### config.mk
export PLATFORM = sky130hd
export DESIGN_NAME = toe_seg_tx
export DESIGN_NICKNAME = d
export VERILOG_FILES = /design/src/rtl/toe_pkg.sv /design/src/rtl/toe_crc32_d8.sv /design/src/rtl/toe_seg_tx.sv
export SDC_FILE = /design/constraint.sdc
export NUM_CORES = 1
export LEC_CHECK = 0
export ABC_AREA = 1
export CORE_MARGIN = 8
export CORE_UTILIZATION = 59
export DETAILED_ROUTE_END_ITERATION = 16
export GPL_TIMING_DRIVEN = 0
export PLACE_DENSITY = 0.86
export SLEW_MARGIN = 20
export SYNTH_ARGS = -nofsm -noshare
export SYNTH_HDL_FRONTEND = slang
export SYNTH_SLANG_ARGS = --single-unit
### constraint.sdc
create_clock -name clk -period 7 [get_ports clk]
set_clock_uncertainty 0.15 [all_clocks]
set_input_delay 1.4 -clock clk [delete_from_list [all_inputs] [get_ports clk]]
set_output_delay 1.4 -clock clk [all_outputs]
set_load 0.005 [all_outputs]
### src/rtl/toe_pkg.sv
// Shared types and constants for the TOE segment transmitter.
// TOE_TX_FCS_EN (optional) appends a CRC-32 FCS after the padded frame.
package toe_pkg;

    localparam int unsigned IP_CSUM_OFS  = 24;
    localparam int unsigned TCP_CSUM_OFS = 50;
    localparam int unsigned HDR_LEN      = 54;
    localparam int unsigned FRAME_LEN    = 60;
    localparam int unsigned FCS_LEN      = 4;
    localparam int unsigned CSUM_WORDS   = 16;
    localparam int unsigned ACC_W        = 20;
    localparam int unsigned BYTE_W       = 6;

    localparam logic [15:0] ETHERTYPE_IPV4 = 16'h0800;
    localparam logic [7:0]  IP_PROTO_TCP   = 8'h06;

    typedef enum logic [2:0] {IDLE, CSUM, FOLD, SEND, DONE} state_t;

    typedef struct packed {
        logic [47:0] mac_dst;
        logic [47:0] mac_src;
        logic [31:0] ip_src;
        logic [31:0] ip_dst;
        logic [15:0] port_src;
        logic [15:0] port_dst;
        logic [31:0] seq_num;
        logic [31:0] ack_num;
        logic [7:0]  tcp_flags;
        logic [15:0] ip_id;
    } conn_t;

    // End-around carry fold of a 20-bit one's-complement accumulator, then invert.
    function automatic logic [15:0] csum_fold(input logic [ACC_W-1:0] acc);
        logic [16:0] s1;
        logic [15:0] s2;
        s1 = 17'(acc[15:0]) + 17'(acc[ACC_W-1:16]);
        s2 = s1[15:0] + 16'(s1[16]);
        return ~s2;
    endfunction

endpackage

### src/rtl/toe_crc32_d8.sv
// One byte step of reflected CRC-32 (poly 0x04C11DB7); built only with TOE_TX_FCS_EN.
`ifdef TOE_TX_FCS_EN
module toe_crc32_d8 (
    input  logic [31:0] crc,
    input  logic [7:0]  data,
    output logic [31:0] crc_c
);

    always_comb begin
        logic [31:0] c;
        c = crc ^ {24'h0, data};
        for (int i = 0; i < 8; i++) begin
            c = c[0] ? ((c >> 1) ^ 32'hEDB88320) : (c >> 1);
        end
        crc_c = c;
    end

endmodule
`endif

### src/rtl/toe_seg_tx.sv
// Builds a minimum-size Ethernet/IPv4/TCP segment and streams it byte-wise.
// Define TOE_TX_FCS_EN to append a CRC-32 FCS (bytes 60-63).
module toe_seg_tx
    import toe_pkg::*;
#(
    parameter logic [7:0]  TTL    = 8'd64,
    parameter logic [15:0] WINDOW = 16'hFFFF
) (
    input  logic        clk,
    input  logic        rst_n,
    input  logic        start,
    input  logic [47:0] mac_src,
    input  logic [47:0] mac_dst,
    input  logic [31:0] ip_src,
    input  logic [31:0] ip_dst,
    input  logic [15:0] port_src,
    input  logic [15:0] port_dst,
    input  logic [31:0] seq_num,
    input  logic [31:0] ack_num,
    input  logic [7:0]  tcp_flags,
    output logic        busy,
    output logic        done,
    output logic [7:0]  tx_data,
    output logic        tx_valid,
    input  logic        tx_ready,
    output logic        tx_sop,
    output logic        tx_eop
);

`ifdef TOE_TX_FCS_EN
    localparam int unsigned LAST_BYTE = FRAME_LEN + FCS_LEN - 1;
`else
    localparam int unsigned LAST_BYTE = FRAME_LEN - 1;
`endif
    localparam logic [BYTE_W-1:0] LAST_K = BYTE_W'(LAST_BYTE);

    state_t             state, state_nxt;
    conn_t              conn, conn_nxt;
    logic [3:0]         idx, idx_nxt;
    logic [BYTE_W-1:0]  k, k_nxt, k_load_c;
    logic [ACC_W-1:0]   ip_acc, ip_acc_nxt, tcp_acc, tcp_acc_nxt;
    logic [15:0]        ip_csum, ip_csum_nxt, tcp_csum, tcp_csum_nxt;
    logic [15:0]        ip_id, ip_id_nxt;
    logic               busy_nxt, done_nxt, tx_valid_nxt, tx_sop_nxt, tx_eop_nxt;
    logic [7:0]         tx_data_nxt, byte_c;

    function automatic logic [15:0] ip_word(input conn_t c, input logic [3:0] i);
        case (i)
            4'd0:    return 16'h4500;
            4'd1:    return 16'h0028;
            4'd2:    return c.ip_id;
            4'd3:    return 16'h4000;
            4'd4:    return {TTL, IP_PROTO_TCP};
            4'd6:    return c.ip_src[31:16];
            4'd7:    return c.ip_src[15:0];
            4'd8:    return c.ip_dst[31:16];
            4'd9:    return c.ip_dst[15:0];
            default: return 16'h0000;
        endcase
    endfunction

    // Pseudo header (6 words) followed by the TCP header with checksum zeroed.
    function automatic logic [15:0] tcp_word(input conn_t c, input logic [3:0] i);
        case (i)
            4'd0:    return c.ip_src[31:16];
            4'd1:    return c.ip_src[15:0];
            4'd2:    return c.ip_dst[31:16];
            4'd3:    return c.ip_dst[15:0];
            4'd4:    return {8'h00, IP_PROTO_TCP};
            4'd5:    return 16'h0014;
            4'd6:    return c.port_src;
            4'd7:    return c.port_dst;
            4'd8:    return c.seq_num[31:16];
            4'd9:    return c.seq_num[15:0];
            4'd10:   return c.ack_num[31:16];
            4'd11:   return c.ack_num[15:0];
            4'd12:   return {8'h50, c.tcp_flags};
            4'd13:   return WINDOW;
            default: return 16'h0000;
        endcase
    endfunction

    function automatic logic [7:0] frame_byte(input conn_t c, input logic [BYTE_W-1:0] kk,
                                              input logic [15:0] ipcs, input logic [15:0] tcpcs);
        logic [HDR_LEN*8-1:0] h;
        logic [8:0]           sh;
        logic [7:0]           b;
        h = {c.mac_dst, c.mac_src, ETHERTYPE_IPV4, 8'h45, 8'h00, 16'h0028, c.ip_id,
             16'h4000, TTL, IP_PROTO_TCP, 16'h0000, c.ip_src, c.ip_dst,
             c.port_src, c.port_dst, c.seq_num, c.ack_num, 8'h50, c.tcp_flags,
             WINDOW, 16'h0000, 16'h0000};
        b = 8'h00;
        if (32'(kk) < HDR_LEN) begin
            sh = 9'(8 * (HDR_LEN - 1 - 32'(kk)));
            b  = h[sh +: 8];
        end
        if (32'(kk) == IP_CSUM_OFS)      b = ipcs[15:8];
        if (32'(kk) == IP_CSUM_OFS + 1)  b = ipcs[7:0];
        if (32'(kk) == TCP_CSUM_OFS)     b = tcpcs[15:8];
        if (32'(kk) == TCP_CSUM_OFS + 1) b = tcpcs[7:0];
        return b;
    endfunction

`ifdef TOE_TX_FCS_EN
    logic [31:0] crc, crc_nxt, crc_step_c, fcs_c;

    toe_crc32_d8 u_crc (
        .crc   (crc),
        .data  (tx_data),
        .crc_c (crc_step_c)
    );

    always_ff @(posedge clk or negedge rst_n) begin
        if (!rst_n) crc <= 32'hFFFF_FFFF;
        else        crc <= crc_nxt;
    end
`endif

    // Next byte to present: byte 0 on entry to SEND, otherwise k+1.
    always_comb begin
        k_load_c = tx_valid ? BYTE_W'(k + 1'b1) : '0;
        byte_c   = frame_byte(conn, k_load_c, ip_csum, tcp_csum);
`ifdef TOE_TX_FCS_EN
        // Byte 59 is still being accepted when byte 60 loads, so use the stepped CRC.
        fcs_c = (32'(k_load_c) == FRAME_LEN) ? ~crc_step_c : ~crc;
        if (32'(k_load_c) >= FRAME_LEN) begin
            case (k_load_c[1:0])
                2'd0:    byte_c = fcs_c[7:0];
                2'd1:    byte_c = fcs_c[15:8];
                2'd2:    byte_c = fcs_c[23:16];
                default: byte_c = fcs_c[31:24];
            endcase
        end
`endif
    end

    always_comb begin
        state_nxt    = state;
        conn_nxt     = conn;
        idx_nxt      = idx;
        k_nxt        = k;
        ip_acc_nxt   = ip_acc;
        tcp_acc_nxt  = tcp_acc;
        ip_csum_nxt  = ip_csum;
        tcp_csum_nxt = tcp_csum;
        ip_id_nxt    = ip_id;
        busy_nxt     = busy;
        done_nxt     = 1'b0;
        tx_valid_nxt = tx_valid;
        tx_data_nxt  = tx_data;
        tx_sop_nxt   = tx_sop;
        tx_eop_nxt   = tx_eop;
`ifdef TOE_TX_FCS_EN
        crc_nxt      = crc;
`endif
        case (state)
            IDLE: begin
                if (start) begin
                    conn_nxt.mac_dst   = mac_dst;
                    conn_nxt.mac_src   = mac_src;
                    conn_nxt.ip_src    = ip_src;
                    conn_nxt.ip_dst    = ip_dst;
                    conn_nxt.port_src  = port_src;
                    conn_nxt.port_dst  = port_dst;
                    conn_nxt.seq_num   = seq_num;
                    conn_nxt.ack_num   = ack_num;
                    conn_nxt.tcp_flags = tcp_flags;
                    conn_nxt.ip_id     = ip_id;
                    idx_nxt     = '0;
                    ip_acc_nxt  = '0;
                    tcp_acc_nxt = '0;
                    busy_nxt    = 1'b1;
                    state_nxt   = CSUM;
`ifdef TOE_TX_FCS_EN
                    crc_nxt     = 32'hFFFF_FFFF;
`endif
                end
            end
            CSUM: begin
                ip_acc_nxt  = ip_acc + ACC_W'(ip_word(conn, idx));
                tcp_acc_nxt = tcp_acc + ACC_W'(tcp_word(conn, idx));
                idx_nxt     = idx + 4'd1;
                if (32'(idx) == CSUM_WORDS - 1) state_nxt = FOLD;
            end
            FOLD: begin
                ip_csum_nxt  = csum_fold(ip_acc);
                tcp_csum_nxt = csum_fold(tcp_acc);
                k_nxt        = '0;
                state_nxt    = SEND;
            end
            SEND: begin
                if (!tx_valid) begin
                    tx_valid_nxt = 1'b1;
                    tx_data_nxt  = byte_c;
                    tx_sop_nxt   = 1'b1;
                    tx_eop_nxt   = 1'b0;
                end else if (tx_ready) begin
`ifdef TOE_TX_FCS_EN
                    if (32'(k) < FRAME_LEN) crc_nxt = crc_step_c;
`endif
                    if (k == LAST_K) begin
                        tx_valid_nxt = 1'b0;
                        tx_data_nxt  = 8'h00;
                        tx_sop_nxt   = 1'b0;
                        tx_eop_nxt   = 1'b0;
                        done_nxt     = 1'b1;
                        state_nxt    = DONE;
                    end else begin
                        k_nxt       = k_load_c;
                        tx_data_nxt = byte_c;
                        tx_sop_nxt  = 1'b0;
                        tx_eop_nxt  = (k_load_c == LAST_K);
                    end
                end
            end
            DONE: begin
                busy_nxt  = 1'b0;
                ip_id_nxt = ip_id + 16'd1;
                state_nxt = IDLE;
            end
            default: state_nxt = IDLE;
        endcase
    end

    always_ff @(posedge clk or negedge rst_n) begin
        if (!rst_n) begin
            state    <= IDLE;
            conn     <= '0;
            idx      <= '0;
            k        <= '0;
            ip_acc   <= '0;
            tcp_acc  <= '0;
            ip_csum  <= '0;
            tcp_csum <= '0;
            ip_id    <= '0;
            busy     <= 1'b0;
            done     <= 1'b0;
            tx_valid <= 1'b0;
            tx_data  <= '0;
            tx_sop   <= 1'b0;
            tx_eop   <= 1'b0;
        end else begin
            state    <= state_nxt;
            conn     <= conn_nxt;
            idx      <= idx_nxt;
            k        <= k_nxt;
            ip_acc   <= ip_acc_nxt;
            tcp_acc  <= tcp_acc_nxt;
            ip_csum  <= ip_csum_nxt;
            tcp_csum <= tcp_csum_nxt;
            ip_id    <= ip_id_nxt;
            busy     <= busy_nxt;
            done     <= done_nxt;
            tx_valid <= tx_valid_nxt;
            tx_data  <= tx_data_nxt;
            tx_sop   <= tx_sop_nxt;
            tx_eop   <= tx_eop_nxt;
        end
    end

endmodule

# After elaboration in Yosys (flattened, before gate mapping)
# Cells that the tools add are included.
[op_classes]
n_bitwise = 2
eq_ne = 31
mux = 42
n_reduce_logical = 11
n_addsub = 10
order_cmp = 1
shifts = 1
[ops]
columns = ["op", "n"]
rows = [
  ["$shiftx A432 B10 Y8", 1],
  ["$pmux W16 S14", 1],
  ["$pmux W16 S9", 1],
  ["$pmux W20 S2", 2],
  ["$mux W8", 8],
  ["$add A20 B16 Y20", 2],
  ["$add A16 B4 Y17", 2],
  ["$add A16 B1 Y16", 2],
  ["$mux W16", 2],
  ["$not A16 Y16", 2],
  ["$eq A4 B4 Y1 const B", 7],
  ["$eq A6 B6 Y1 const B", 4],
  ["$mux W6", 4],
  ["$mux W20", 1],
  ["$add A16 B1 Y16 const B", 1],
  ["$eq A4 B3 Y1 const B", 4],
  ["$mux W3", 5],
  ["$mux W1", 13],
  ["$eq A6 B5 Y1 const B", 2],
  ["$ne A2 B2 Y1 const B", 6],
  ["$pmux W3 S4", 1],
  ["$pmux W6 S2", 1],
  ["$eq A4 B2 Y1 const B", 2],
  ["$pmux W4 S2", 1],
  ["other kinds (17)", 23],
]
[word_totals]
inputBits = 268
wordCells = 122
regBits = 394

# Depth between registers and ports, before layout
# Gate-level depths: netlist of run 1.
[depth]
word_depth = 12
mapped_depth = 24
depth_no_buf = 22

# Worst setup path after synthesis of run 1
# Ideal clock, no wire load.
[synth_path]
path_type = "flip-flop to flip-flop"
from = "register idx[0]"
to = "register ip_acc[11]"
n_path_buf = 1
slack_ns = 3.538
required_ns = 6.720
t_arrival_ns = 3.182
period_less_slack_ns = 3.462
path_stages_with_launch = 19
cell_sequence = "dfrtp_1 inv_1 ha_1 inv_1 nor2_1 inv_1 clkbuf_1 o22ai_1 a21oi_1 o2111ai_1 ha_1 nand2_1 inv_1 a21oi_1 o21ai_0 a21boi_0 o21ai_0 o21ai_0 o21ai_0"
[synth_via]
elab_chain_cells = 5
elab_cells_between_ends = 13
cone_classes = "1 x add/sub; 8 x eq/ne; 3 x mux; 1 x reduce/logical"
[synth_lines]
columns = ["item", "line_no", "source"]
rows = [
  ["from (decl)", "toe_seg_tx.sv:39", "logic [3:0] idx, idx_nxt;"],
  ["from (signal assigned)", "toe_seg_tx.sv:245", "idx <= idx_nxt;"],
  ["$eq A4 B4 Y1, or another cell as far along", "toe_seg_tx.sv:48", "case (i)"],
  ["$pmux W16 S9 *", "toe_seg_tx.sv:48", ""],
  ["$mux W16 *", "toe_seg_tx.sv:156", "case (state)"],
  ["$add A20 B16 Y20 *", "toe_seg_tx.sv:180", "ip_acc_nxt = ip_acc + ACC_W'(ip_word(conn, idx));"],
  ["$pmux W20 S2 *", "toe_seg_tx.sv:156", ""],
  ["to (signal assigned)", "toe_seg_tx.sv:247", "ip_acc <= ip_acc_nxt;"],
  ["to (decl)", "toe_seg_tx.sv:41", "logic [ACC_W-1:0] ip_acc, ip_acc_nxt, tcp_acc, tcp_acc_nxt;"],
]
# Every way passes the cells marked *; elsewhere a longest branch is shown, timed or not. The select of a mux whose other input is x is not followed.
# A chain may end at the register's enable or synchronous reset.

# Worst setup path after layout of run 1
[layout_path]
from = "register idx[0]"
to = "register tcp_acc[11]"
[layout_via]
elab_chain_cells = 5
elab_cells_between_ends = 18
cone_classes = "1 x add/sub; 13 x eq/ne; 3 x mux; 1 x reduce/logical"
[layout_lines]
columns = ["item", "line_no", "source"]
rows = [
  ["$eq A4 B4 Y1, or another cell as far along", "toe_seg_tx.sv:64", "case (i)"],
  ["$pmux W16 S14 *", "toe_seg_tx.sv:64", ""],
  ["$mux W16 *", "toe_seg_tx.sv:156", ""],
  ["$add A20 B16 Y20 *", "toe_seg_tx.sv:181", "tcp_acc_nxt = tcp_acc + ACC_W'(tcp_word(conn, idx));"],
  ["$pmux W20 S2 *", "toe_seg_tx.sv:156", ""],
  ["to (signal assigned)", "toe_seg_tx.sv:248", "tcp_acc <= tcp_acc_nxt;"],
  ["to (decl)", "toe_seg_tx.sv:41", ""],
]
# Marks and branches as above.

==> results.md, run 1 <==
- Mapped Cells: 3252
- First-pass GRT wire length: 155000 um
- Area of the die: 0.0454 mm2
- #FFs+latches synth: 394
- Req. time, crit path: 7.31 ns
- Vias/cell: 6.42
- Vias in the first global route: 26500
- Initial antenna violation count: 3
- MaxCap Viol Count: 0
- Sequential area share after synthesis: 43.0%
- Arr. time, crit path: 6.01 ns
- Gpl congestion: 1.12
- Maximum vdd drop: 0.336 mV
- Largest net degree at the start of global routing: 107
- Chip width: 213 um
- FMAX: 0.176 GHz
- Vias: 26500
- IO buf count: 280
- Sw power: 0.00714 W
- Fin area: 0.0280 mm2
- Cell area after placement: 0.0265 mm2
- GRT Overall Usage: 45.1%
- Reg power frac: 29.4%
- Slew Viols, Final: 0
- Worst-path fanout max: 10
- Post-DP HPWL: 77300 um
- Syn avg cell area: 7.05 um2
- Main flop type after synthesis: dfrtp_1
- Tmin final: 5.69 ns
- Sw Ratio: 51.2%
- Post-cts resize count: 0
- Worst Setup Path Type: reg2reg
- Initial DRT Pass Iterations: 7
- Initial Utilization: 59.5%
- Initial DRC Count: 4351
- Final Cycle Share: 81.3%
- Worst-margin pin slew: 1.34 ns
- Clk pwr share: 17.3%
- Hold Crit Class: reg2reg
- Syn Nets: 3575
- Leakage power: 13.7 nW
- Top cells by area, synth: dfrtp_1 (43%), nand2_1 (20%), o21ai_0 (5.8%)
- Status: complete, no violations
- Part of the power in combinational logic: 53.4%
- GRT overflow: 0
- Crit path launch type: flip-flop
- Number of H-tree levels: 2
- Number of flops mapped to enable cells by yosys: 0
- FFs w/ async S/R, synth: 100%
- Synth area leader: dfrtp_1
- Area growth, synth to finish: 21.9%
- Post-synthesis instance area: 0.0229 mm2
- Distinct cells, synth: 49
- RSZ-0062 raised after global routing: no
- WL per Instance: 25.1 um
- CP dominant cell by count: o21ai_0
- Crit path max-delay family: compound AO/OA/AOI/OAI gates
- Ports: 281
- Hold buffers post-CTS: 0
- Internal power: 0.00682 W
- Post-synth top area share: 43.0%
- Endpoints failing setup: 0
- Crit path max-delay cell type: a2111oi_1
- Number of synthesis warnings: 0
- CTS tree: built
- Nets: 3904
- Worst hold slack: 0.323 ns
- Clk buf depth: 3
- Num rows: 72
- WL final: 104000 um
- Num Clock Sinks: 394
- Power Density: 499 mW/mm2
- Layout fillers: 2917
- # DRC: 0
- Die Y: 213 um
- Worst skew pair latency: 0.61 ns
- TritonCTS buffer count: 43
- Cell Chain, Critical Path: inv_1, ha_1, inv_1, nor2_1, clkinv_1, o22ai_1, a2111oi_1, o2111ai_1, ha_1, nand3_1, nand2_1, a21oi_1, o21ai_0, a21boi_0, o21ai_0, a21oi_1, o21ai_0, o21ai_0
- Antenna Nets Post-Route: 0
- Layout cells sized above 1: 3.65%
- Clk slew on worst S/H paths: 0.07 ns
- Buf+Inv Stages, Crit Path: 3
- Nature of the critical path endpoint: flip-flop
- Post CTS Setup Buffer Count: 0
- Core Footprint: 0.0386 mm2
- Slowest stage delay, CP: 1.09 ns
- Clk root buf: clkbuf_16
- Final Hold Fails: 0
- Slew headroom: 10.2%
[routing by layer]
| layer | GRT usage (%) | wire length [um] | up-vias |
|---|---|---|---|
| li1 | - | - | 11200 |
| met4 | 28.0 | 7620 | 2 |
| met3 | 16.5 | 14700 | 556 |
| met1 | 54.4 | 36500 | 12500 |
| met2 | 68.4 | 44700 | 2323 |
| met5 | 0 | 13 | - |
[logic make-up (layout without fill, tap and decap cells)]
group	Yosys count	after routing	synth area share, %
AND/OR/NAND/NOR	1737	1737	30.5
AO/OA/AOI/OAI	562	562	14.0
buffers and inverters	464	824	7.80
flip-flops	394	394	43.0
adder cells (fa/ha/maj)	55	55	3.13
XOR/XNOR	40	40	1.53
other	0	3	0
[registers in the layout, indices dropped and copies added, names as in the netlist]
| register | count |
|---|---|
| ip_id | 16 |
| busy | 1 |
| done | 1 |
| tx_valid | 1 |
| tcp_acc | 20 |
| k | 6 |
| conn | 280 |
| tcp_csum | 16 |
| idx | 4 |
| tx_sop | 1 |
| tx_data | 8 |
| state | 3 |
| tx_eop | 1 |
| ip_csum | 16 |
| ip_acc | 20 |
[cell usage after synthesis (6+ instances only)]
cell and number:
a211oi_1 9, a21o_1 7, a21oi_1 116, a221oi_1 36, a22o_1 6, a31oi_1 20, buf_2 24, clkbuf_1 116
dfrtp_1 394, ha_1 51, inv_1 305, inv_2 7, nand2_1 1222, nand3_1 193, nand4_1 30, nor2_1 234
nor3_1 27, nor4_1 7, o21ai_0 268, o22ai_1 67, or2_2 7, xnor2_1 9, xor2_1 31
[metrics by stage]
step	setup slack (ns)	std cells	util, %	power, W	setup TNS, ns
final	1.31	4133	72.5	0.0140	0
after detailed placement	1.81	4054	68.7	0.0109	0
after CTS	1.81	4130	72.5	0.0134	0
after floorplan	3.54	3252	-	0.00810	0
after global placement	-11.95	4050	68.4	0.0107	-4680.09
after global routing	1.32	4131	72.5	0.0145	0
[tightest hold or removal path, stage by stage (launching register included)]
cell and delay [ns]:
dfrtp_1 0.34, nand2_1 0.05, nand2_1 0.05
[path summary, 6_finish.rpt]
check,startpoint,slack [ns],end,cells past startpoint
worst max-delay path,idx[0],1.31,tcp_acc[11],18
worst min-delay path,conn[196],0.32,conn[196],2
worst max register to register,idx[0],1.31,tcp_acc[11],18
worst min register to register,conn[196],0.32,conn[196],2
max in group asynchronous,rst_n,4.96,ip_csum[7],3
min in group asynchronous,rst_n,0.46,conn[51],1
[power groups by stage]
stage	Sequential [W]	Clock [W]	Combinational, W
after floorplan	0.00373	0	0.00438
after global placement	0.00401	0	0.00668
after detailed placement	0.00403	0	0.00689
after CTS	0.00402	0.00238	0.00703
after global routing	0.00414	0.00247	0.00793
final	0.00410	0.00241	0.00745
[cells in the final DEF (no fill, tap or decap), types with 6 or more instances in the layout]
cell,n
clkbuf_1,123
buf_2,24
a22o_1,6
dfrtp_1,394
or2_2,7
inv_2,7
clkdlybuf4s50_1,279
clkinv_2,10
a21o_1,7
nand2_1,1222
clkbuf_16,44
a31oi_1,20
nand3_1,193
nor3_1,27
xor2_1,31
nor4_1,7
o22ai_1,67
a211oi_1,9
a221oi_1,36
ha_1,51
nand4_1,30
o21ai_0,268
a21oi_1,116
inv_1,305
nor2_1,234
xnor2_1,9
[final cells by class]
| class | instances | area [um2] | share of cell area [%] |
|---|---|---|---|
| Clock buffer | 56 | 1200 | 4.28 |
| Sequential cell | 394 | 9860 | 35.3 |
| Inverter | 316 | 1190 | 4.24 |
| Clock inverter | 20 | 249 | 0.891 |
| Tap cell | 518 | 648 | 2.32 |
| Buffer | 148 | 602 | 2.15 |
| Timing Repair Buffer | 284 | 2920 | 10.4 |
| Multi-Input combinational cell | 2394 | 11300 | 40.4 |
| Antenna cell | 3 | 7.51 | 0.0269 |
No activity file was read; power rests on OpenSTA's default activity.
==> run 2: changes to the inputs <==
CORE_UTILIZATION = 57   (was 59)
PLACE_DENSITY = 0.83   (was 0.86)
clock period = 5.9 ns   (was 7 ns; I/O delays follow)
==> results.md, run 2 (synthesized netlist as in run 1, its figures left out) <==
- Core Footprint: 0.0397 mm2 (+3.0%)
- # DRC: 0 (unchanged)
- Worst Setup Path Type: reg2reg
- Status: complete, no violations
- Most common cell after layout, fill and taps aside: nand2_1
- WHS Path Cells: 2 (unchanged)
- Vias/cell: 6.41 (-0.24%)
- Vias: 26500 (-0.075%)
- Setup ws final: 0.0909 ns (-1.22 ns)
- Final Hold Fails: 0 (unchanged)
- Num Clock Sinks: 394 (unchanged)
- Worst Hold End: conn[262]
- WL final: 106000 um (+1.9%)
- Leakage power: 13.8 nW (+0.15%)
- Most Crowded Layer GR: met2
- First-pass GRT wire length: 156000 um (+1.0%)
- Clk slew on worst S/H paths: 0.06 ns (about the same)
- Tmin final: 5.81 ns (+0.116 ns)
- M3 GR Usage: 13.8% (-2.7 points)
- Post-cts resize count: 0 (unchanged)
- Register-to-register setup slack: 0.09 ns (-1.22 ns)
- Clk buf depth: 3 (unchanged)
- Layout cells sized above 1: 3.71% (+0.054 points)
- Endpoints failing setup: 0 (unchanged)
- Largest regs: conn x280, ip_acc x20, tcp_acc x20
- Maximum vdd drop: 0.332 mV (-1.1%)
- Req. time, crit path: 6.22 ns (-1.09 ns)
- Area growth, synth to finish: 22.1%
- CTS tree: built
- Worst-margin pin slew: 1.27 ns (-0.0757 ns)
- Nets: 3904 (unchanged)
- Antenna Nets Post-Route: 0 (unchanged)
- Crit path max-delay cell type: nor4_1
- Grt met1 use: 53.0% (-1.4 points)
- Post CTS Setup Buffer Count: 0 (unchanged)
- Layout fillers: 2986 (+2.4%)
- Hold buffers post-CTS: 0 (unchanged)
- Slew headroom: 15.5% (+5.3 points)
- GRT Overall Usage: 43.7% (-1.5 points)
- Num rows: 73 (+1.4%)
- Initial Utilization: 57.7% (-1.8 points)
- Arr. time, crit path: 6.13 ns (+0.12 ns)
- Die Y: 217 um (+1.6%)
- TritonCTS buffer count: 43 (unchanged)
- WL per Instance: 25.5 um (+1.7%)
- Crit path launch type: flip-flop
- Worst skew pair latency: 0.59 ns (-0.02 ns)
- RSZ-0062 raised after global routing: no
- Pre-CTS setup slack: 0.752 ns (-1.05 ns)
- Worst-path fanout max: 10 (unchanged)
- Initial antenna violation count: 8 (+5)
- Reg2reg end: tcp_acc[16]
- IO buf count: 280 (unchanged)
- CP dominant cell by count: nand2_1
- Number of H-tree levels: 2 (unchanged)
- Ports: 281 (unchanged)
- Largest register by flop count: conn
- MaxCap Viol Count: 0 (unchanged)
- Vias in the first global route: 26200 (-1.3%)
- Max reg flops: 280 (unchanged)
- Slew Viols, Final: 0 (unchanged)
- Largest net degree at the start of global routing: 110 (+2.8%)
- FMAX: 0.172 GHz (-2.0%)
- Area of the die: 0.0469 mm2 (+3.2%)
- Total power: 0.0167 W (+19%)
- R2R depth: 21 (+3)
- Initial DRT Pass Iterations: 8 (+1)
- Nature of the critical path endpoint: flip-flop
- GRT overflow: 0 (unchanged)
- Final Cycle Share: 98.5% (+17 points)
- Gpl congestion: 1.11 (-0.77%)
- Slowest stage delay, CP: 0.93 ns (-0.16 ns)
- Hold Crit Class: reg2reg
- Initial DRC Count: 4059 (-6.7%)
- Min-delay src: conn[262]
- Cell Chain, Critical Path: inv_1, ha_1, inv_1, nor2_1, inv_1, clkbuf_1, o22ai_1, nor4_1, nand2_1, ha_1, nand2_1, nor2_1, nand3_1, nand3_1, nand3_1, nand2_1, nand3_1, nand2_1, nand2_1, o21ai_0, inv_1
- Met2 GRT Util: 66.2% (-2.1 points)
- Most frequent cells in the layout: nand2_1 (1222), dfrtp_1 (394), inv_1 (305)
- Post-DP HPWL: 79000 um (+2.2%)
- Chip width: 217 um (+1.6%)
- Worst r2r src: idx[0]
- Power Density: 596 mW/mm2 (+19%)
- Clk root buf: clkbuf_16
## run 2: changes by cell type in the layout (fill, tap and decap cells not counted)
cell | before | now
clkinv_4 | 1 | 2
clkinvlp_4 | 2 | 1
diode_2 | 3 | 2
clkinv_2 | 10 | 8
clkbuf_1 | 123 | 122
clkbuf_8 | 5 | 8
inv_6 | 1 | 2
## run 2: final cells by class
cell class	count	area [um2]	share of cell area, %
diodes	2	5.00	0.0179
plain buffers	148	602	2.15
clock buffers	58	1230	4.41
clock inverters	19	249	0.889
inverters	316	1190	4.24
multi-input cells	2394	11300	40.3
flip-flops and latches	394	9860	35.2
well taps	525	657	2.35
repair buffers	284	2920	10.4
## run 2: worst max-delay path by stage
stage	endpoint	slack (ns)	start	cells after the start
floorplan	ip_acc[11]	2.44	idx[0]	18
global placement	conn[212]	-13.04	rst_n	1
detailed placement	tcp_acc[18]	0.75	idx[0]	21
CTS	tcp_acc[16]	0.71	idx[0]	21
global route	tcp_acc[18]	0.11	idx[0]	21
finish	tcp_acc[16]	0.09	idx[0]	21
## run 2: power by group
group / switching, W / internal [W] / total (W) / leakage [nW]
Clock: 0.00120 / 0.00169 / 0.00289 / 0.733
Sequential: 0.000977 / 0.00388 / 0.00486 / 4.92
Combinational: 0.00637 / 0.00256 / 0.00892 / 8.11
## run 2: metal layers
| metal | wire length (um) | part of all wire [%] |
|---|---|---|
| met1 | 37500 | 36 |
| met2 | 45600 | 43 |
| met3 | 14100 | 13 |
| met4 | 8200 | 7.8 |
| met5 | 117 | 0.11 |
## run 2: worst max-delay path, delay by kind of cell (launching register included)
kind	cells	cell delay [ns]
AND/OR/NAND/NOR	12	2.59
buffers and inverters	5	1.35
flip-flops	1	0.43
adder cells (fa/ha/maj)	2	0.83
AO/OA/AOI/OAI	2	0.33
## run 2: through the flow
stage	utilization (%)	setup TNS [ns]	cells	area, um2	hold WS, ns
floorplan	-	0	3252	22900	0.287
global placement	66.4	-5114.57	4057	26400	0.305
detailed placement	66.7	0	4061	26500	0.310
CTS	70.5	0	4138	28000	0.328
global route	70.5	0	4138	28000	0.351
finish	70.5	0	4140	28000	0.330
